==> src/rtl/time_counter.sv <==
// Real-time clock counter: BCD seconds/minutes/hours with a RUN / SET_HR / SET_MIN
// front panel driven by two level buttons. FMT24 picks a 24-hour or 12-hour (with pm) display.
module time_counter #(
    parameter bit FMT24 = 1'b1
) (
    input  logic       clk_in,
    input  logic       rst,
    input  logic       tick,
    input  logic       mode_btn,
    input  logic       inc_btn,
    output logic [3:0] sec_u,
    output logic [3:0] sec_t,
    output logic [3:0] min_u,
    output logic [3:0] min_t,
    output logic [3:0] hr_u,
    output logic [3:0] hr_t,
    output logic       pm,
    output logic [1:0] mode,
    output logic       day_pulse
);

    typedef enum logic [1:0] {
        RUN     = 2'b00,
        SET_HR  = 2'b01,
        SET_MIN = 2'b10,
        ILLEGAL = 2'b11
    } state_t;

    localparam logic [3:0] HR_T_RST = FMT24 ? 4'd0 : 4'd1;
    localparam logic [3:0] HR_U_RST = FMT24 ? 4'd0 : 4'd2;

    state_t     state_reg, state_next;
    logic       mode_q_reg, inc_q_reg;
    logic       mode_edge, inc_edge;

    logic [3:0] sec_u_reg, sec_t_reg, min_u_reg, min_t_reg, hr_u_reg, hr_t_reg;
    logic [3:0] sec_u_next, sec_t_next, min_u_next, min_t_next, hr_u_next, hr_t_next;
    logic       pm_reg, pm_next;
    logic       day_pulse_reg, day_pulse_next;

    logic [3:0] sec_u_inc, sec_t_inc, min_u_inc, min_t_inc, hr_u_inc, hr_t_inc;
    logic       sec_wrap, min_wrap, pm_inc, day_inc;

    assign mode_edge = mode_btn & ~mode_q_reg;
    assign inc_edge  = inc_btn & ~inc_q_reg;

    // State register
    always_ff @(posedge clk_in or negedge rst) begin
        if (!rst) begin
            state_reg <= RUN;
        end else begin
            state_reg <= state_next;
        end
    end

    // Next-state logic
    always_comb begin
        state_next = state_reg;
        case (state_reg)
            RUN:     if (mode_edge) state_next = SET_HR;
            SET_HR:  if (mode_edge) state_next = SET_MIN;
            SET_MIN: if (mode_edge) state_next = RUN;
            default: state_next = RUN;
        endcase
    end

    // Output logic
    always_comb begin
        mode = state_reg;
    end

    // Sixty-count BCD incrementers for seconds and minutes
    always_comb begin
        sec_wrap  = (sec_t_reg == 4'd5) && (sec_u_reg == 4'd9);
        sec_u_inc = (sec_u_reg == 4'd9) ? 4'd0 : sec_u_reg + 4'd1;
        sec_t_inc = (sec_u_reg != 4'd9) ? sec_t_reg : (sec_t_reg == 4'd5) ? 4'd0 : sec_t_reg + 4'd1;
        min_wrap  = (min_t_reg == 4'd5) && (min_u_reg == 4'd9);
        min_u_inc = (min_u_reg == 4'd9) ? 4'd0 : min_u_reg + 4'd1;
        min_t_inc = (min_u_reg != 4'd9) ? min_t_reg : (min_t_reg == 4'd5) ? 4'd0 : min_t_reg + 4'd1;
    end

    // Hour incrementer; day_inc marks the midnight rollover (23->00, or 11pm->12am)
    always_comb begin
        hr_t_inc = hr_t_reg;
        hr_u_inc = hr_u_reg + 4'd1;
        pm_inc   = pm_reg;
        day_inc  = 1'b0;
        if (FMT24) begin
            if (hr_t_reg == 4'd2 && hr_u_reg == 4'd3) begin
                hr_t_inc = 4'd0;
                hr_u_inc = 4'd0;
                day_inc  = 1'b1;
            end else if (hr_u_reg == 4'd9) begin
                hr_t_inc = hr_t_reg + 4'd1;
                hr_u_inc = 4'd0;
            end
        end else begin
            if (hr_t_reg == 4'd1 && hr_u_reg == 4'd2) begin
                hr_t_inc = 4'd0;
                hr_u_inc = 4'd1;
            end else if (hr_t_reg == 4'd1 && hr_u_reg == 4'd1) begin
                hr_u_inc = 4'd2;
                pm_inc   = ~pm_reg;
                day_inc  = pm_reg;
            end else if (hr_u_reg == 4'd9) begin
                hr_t_inc = 4'd1;
                hr_u_inc = 4'd0;
            end
        end
    end

    // Time datapath; a mode press in a SET state wins over a simultaneous increment
    always_comb begin
        sec_u_next     = sec_u_reg;
        sec_t_next     = sec_t_reg;
        min_u_next     = min_u_reg;
        min_t_next     = min_t_reg;
        hr_u_next      = hr_u_reg;
        hr_t_next      = hr_t_reg;
        pm_next        = pm_reg;
        day_pulse_next = 1'b0;
        case (state_reg)
            RUN: begin
                if (tick) begin
                    sec_u_next = sec_u_inc;
                    sec_t_next = sec_t_inc;
                    if (sec_wrap) begin
                        min_u_next = min_u_inc;
                        min_t_next = min_t_inc;
                        if (min_wrap) begin
                            hr_u_next      = hr_u_inc;
                            hr_t_next      = hr_t_inc;
                            pm_next        = pm_inc;
                            day_pulse_next = day_inc;
                        end
                    end
                end
            end
            SET_HR: begin
                if (inc_edge && !mode_edge) begin
                    hr_u_next = hr_u_inc;
                    hr_t_next = hr_t_inc;
                    pm_next   = pm_inc;
                end
            end
            SET_MIN: begin
                if (mode_edge) begin
                    sec_u_next = 4'd0;
                    sec_t_next = 4'd0;
                end else if (inc_edge) begin
                    min_u_next = min_u_inc;
                    min_t_next = min_t_inc;
                end
            end
            default: ;
        endcase
    end

    // Button history resets high so a button held through reset is not seen as a press
    always_ff @(posedge clk_in or negedge rst) begin
        if (!rst) begin
            mode_q_reg    <= 1'b1;
            inc_q_reg     <= 1'b1;
            sec_u_reg     <= 4'd0;
            sec_t_reg     <= 4'd0;
            min_u_reg     <= 4'd0;
            min_t_reg     <= 4'd0;
            hr_u_reg      <= HR_U_RST;
            hr_t_reg      <= HR_T_RST;
            pm_reg        <= 1'b0;
            day_pulse_reg <= 1'b0;
        end else begin
            mode_q_reg    <= mode_btn;
            inc_q_reg     <= inc_btn;
            sec_u_reg     <= sec_u_next;
            sec_t_reg     <= sec_t_next;
            min_u_reg     <= min_u_next;
            min_t_reg     <= min_t_next;
            hr_u_reg      <= hr_u_next;
            hr_t_reg      <= hr_t_next;
            pm_reg        <= pm_next;
            day_pulse_reg <= day_pulse_next;
        end
    end

    assign sec_u     = sec_u_reg;
    assign sec_t     = sec_t_reg;
    assign min_u     = min_u_reg;
    assign min_t     = min_t_reg;
    assign hr_u      = hr_u_reg;
    assign hr_t      = hr_t_reg;
    assign pm        = pm_reg;
    assign day_pulse = day_pulse_reg;

endmodule

==> config.mk <==
export PLATFORM = sky130hd
export DESIGN_NAME = time_counter
export DESIGN_NICKNAME = d
export VERILOG_FILES = /design/src/rtl/time_counter.sv
export SDC_FILE = /design/constraint.sdc
export NUM_CORES = 1
export LEC_CHECK = 0
export ABC_AREA = 1
export BUFFER_PORTS_ARGS = -buffer_cell sky130_fd_sc_hd__buf_4
export CAP_MARGIN = 10
export CORE_MARGIN = 1.5
export CORE_UTILIZATION = 40
export DETAILED_ROUTE_END_ITERATION = 12
export PLACE_DENSITY_LB_ADDON = 0.12
export SKIP_LAST_GASP = 1
export SLEW_MARGIN = 20
export SYNTH_ARGS = -nofsm -noshare
export SYNTH_HDL_FRONTEND = slang
export SYNTH_SLANG_ARGS = --single-unit
==> constraint.sdc <==
create_clock -name clk_in -period 1.8 [get_ports clk_in]
set_clock_uncertainty 0.1 [all_clocks]
set_input_delay 0.36 -clock clk_in [delete_from_list [all_inputs] [get_ports clk_in]]
set_output_delay 0.36 -clock clk_in [all_outputs]
set_load 0.1 [all_outputs]
==> flow_summary.toml <==
[worst_setup_path]
endpoint_kind = "register"
reg2reg_depth = 9
worstSetupStartpointType = "register"
critical_path.max_fanout = 4
r2r_end = "min_u[1]$_DFFE_PN0P_"
crit_required_ps = 1900
r2r_slack_ps = 120
endpoint = "min_u[1]$_DFFE_PN0P_"
worstSetupPathType = "reg2reg"
reg2reg_from = "sec_u[1]$_DFFE_PN0P_"
arrival_ps = 1780
startpoint = "sec_u[1]$_DFFE_PN0P_"

[floorplan]
die_x_um = 69.1
rows = 23
core_um2 = 4090
die_area_um2 = 4770
die_h_um = 69.1
io_pins = 33
start_util_pct = 42.7

[synth]
synth-edff-count = 0
synth_cell_types = 34
async_reset_ff_share_pct = 100
synth_warnings = 0
synth-seq-cells = 29
syn_area_per_cell_um2 = 8.09
synth_fp_nets = 229
ys.flop_type = "dfrtp_1"
seq_area_frac_synth_pct = 41.7
synth_top_area_cell = "dfrtp_1"
synth_area_um2 = 1750
syn_inst = 216
synth.area.top_cells = "dfrtp_1 39%, nand2_1 11%, ha_1 5.7%, inv_1 5.2%, nor2_1 4.7%"
synth_top_area_share_pct = 38.7

[outcome]
status = "completed"

[cells_and_area]
fin_util_pct = 55.2
nets = 273
drive_gt1_share_pct = 38.3
diodes = 0
area_delta_synth_final_pct = 29.1
layout.cells.non_filler = 311

[drt]
viasPerCell = 4.88
postRouteAntennaNets = 0
drt_wl_total_um = 3640
dr.pass1.iters = 6
drt-initial-drc-count = 46
drc = 0
routedWlPerCell_um = 11.7
vias = 1517

[cts]
cts_max_level = 2
clk_latency_ps = 280
cts.clk_slew.worst_paths_ps = 60
cts_tree = "built"
root_buffer = "clkbuf_8"
cts_sinks = 29
cts_buffers = 5
clockBufferDepth = 2

[timing]
finalSetupViolCount = 0
period_needed_ps = 1680
hold_viol = 0
worst_hold_slack_ps = 96.6
period_share_pct = 93.6
finalMaxSlewViolations = 0
grt_setup_unrepaired = "yes"
fmax_mhz = 593
worst_slack_ps = 115

[place]
dp_cells = 299
portBuffers = 31
place_congestion = 0.821
dp_hpwl_um = 2840
pre_cts_ws_ps = 36.6

[grt]
track_usage_pct = 16.4
first_global_vias = 1381
grt_antenna_before_repair = 0
grt_overflow = 0
grt_max_degree = 30
grt_first_pass_wirelength_um = 6190

[job]
drv_cap = 0

[worst_hold_path]
min_path_type = "in2reg"
[layout make-up]
| cell class | count | area, um2 |
|---|---|---|
| multi-input cells | 159 | 943 |
| clock buffers | 7 | 76.3 |
| fillers | 409 | 1830 |
| clock inverters | 1 | 5.00 |
| repair buffers | 38 | 288 |
| inverters | 27 | 101 |
| well taps | 50 | 62.6 |
| flip-flops and latches | 29 | 778 |
[critical path, cell delays in order (launching register included)]
cell	delay, ps
dfrtp_4	480
inv_1	90
ha_1	170
nand2_1	70
nor2_2	140
nand2_2	90
nand2_2	140
and3_4	220
nand2_1	40
o21ai_0	60
[cell usage after synthesis, types with 2 or more instances]
cell type,n
nand2_1,51
dfrtp_1,27
inv_1,24
nor2_1,22
nand3_1,13
o21ai_0,9
ha_1,8
o21ai_1,8
nand4_1,7
a21oi_1,5
nand2_2,5
xor2_1,5
nor2_4,4
inv_2,3
nor3_1,3
dfstp_2,2
nand2_4,2
or2_2,2
[layer usage]
layer | up-vias | global-route usage [%] | part of all wire [%]
met5 | - | 0 | 0
met2 | 27 | 25.4 | 46
li1 | 792 | - | -
met4 | 0 | 7.41 | 1.9
met3 | 5 | 4.53 | 4.4
met1 | 693 | 21.3 | 47
[timing repair]
action,4_1_cts,5_1_grt
setup endpoints to repair,0,15
hold endpoints to repair,27,0
hold buffers,1,0
setup buffers,0,3
gates resized for setup,0,8
[logic make-up after synthesis]
group,Yosys count,share of synthesized area (%)
AND/OR/NAND/NOR,114,32.7
AO/OA/AOI/OAI,29,9.81
flip-flops,29,41.7
buffers and inverters,28,6.23
adder cells (fa/ha/maj),8,5.73
XOR/XNOR,6,3.01
other,1,0.215
multiplexers,1,0.573
[cells in the final DEF, fill, tap and decap left out, types with 2 or more instances in the layout]
cell	n
dfrtp_4	7
xor2_1	5
or2_2	2
nor2_1	21
o21ai_1	7
o21ai_0	9
nand2_1	47
nand2_2	8
a21oi_1	5
dfrtp_2	19
nand4_4	2
inv_1	24
nand3_1	13
nand4_1	7
clkbuf_1	2
inv_2	3
nor3_1	3
ha_1	8
dfstp_2	2
nor2_4	4
buf_4	37
nand2_4	3
clkbuf_8	5
[how the worst min path moves through the flow]
stage | start | endpoint | slack, ps | depth (start not counted)
global route | inc_btn | inc_q_reg$_DFF_PN1_ | 80 | 1
finish | inc_btn | inc_q_reg$_DFF_PN1_ | 100 | 1
detailed placement | rst | sec_u[0]$_DFFE_PN0P_ | 210 | 1
floorplan | rst | day_pulse$_DFF_PN0_ | -40 | 0
global placement | rst | sec_u[0]$_DFFE_PN0P_ | 210 | 1
CTS | inc_btn | inc_q_reg$_DFF_PN1_ | 90 | 1
[stage by stage]
stage,cell area [um2],setup TNS [ps]
floorplan,1800,-21.6
global placement,2110,0
detailed placement,2110,0
CTS,2200,0
global route,2250,-39.9
finish,2250,0
Power is left out: the tool's default activity adds up to more than one toggle a clock period on the data nets, which glitch-free logic cannot reach.
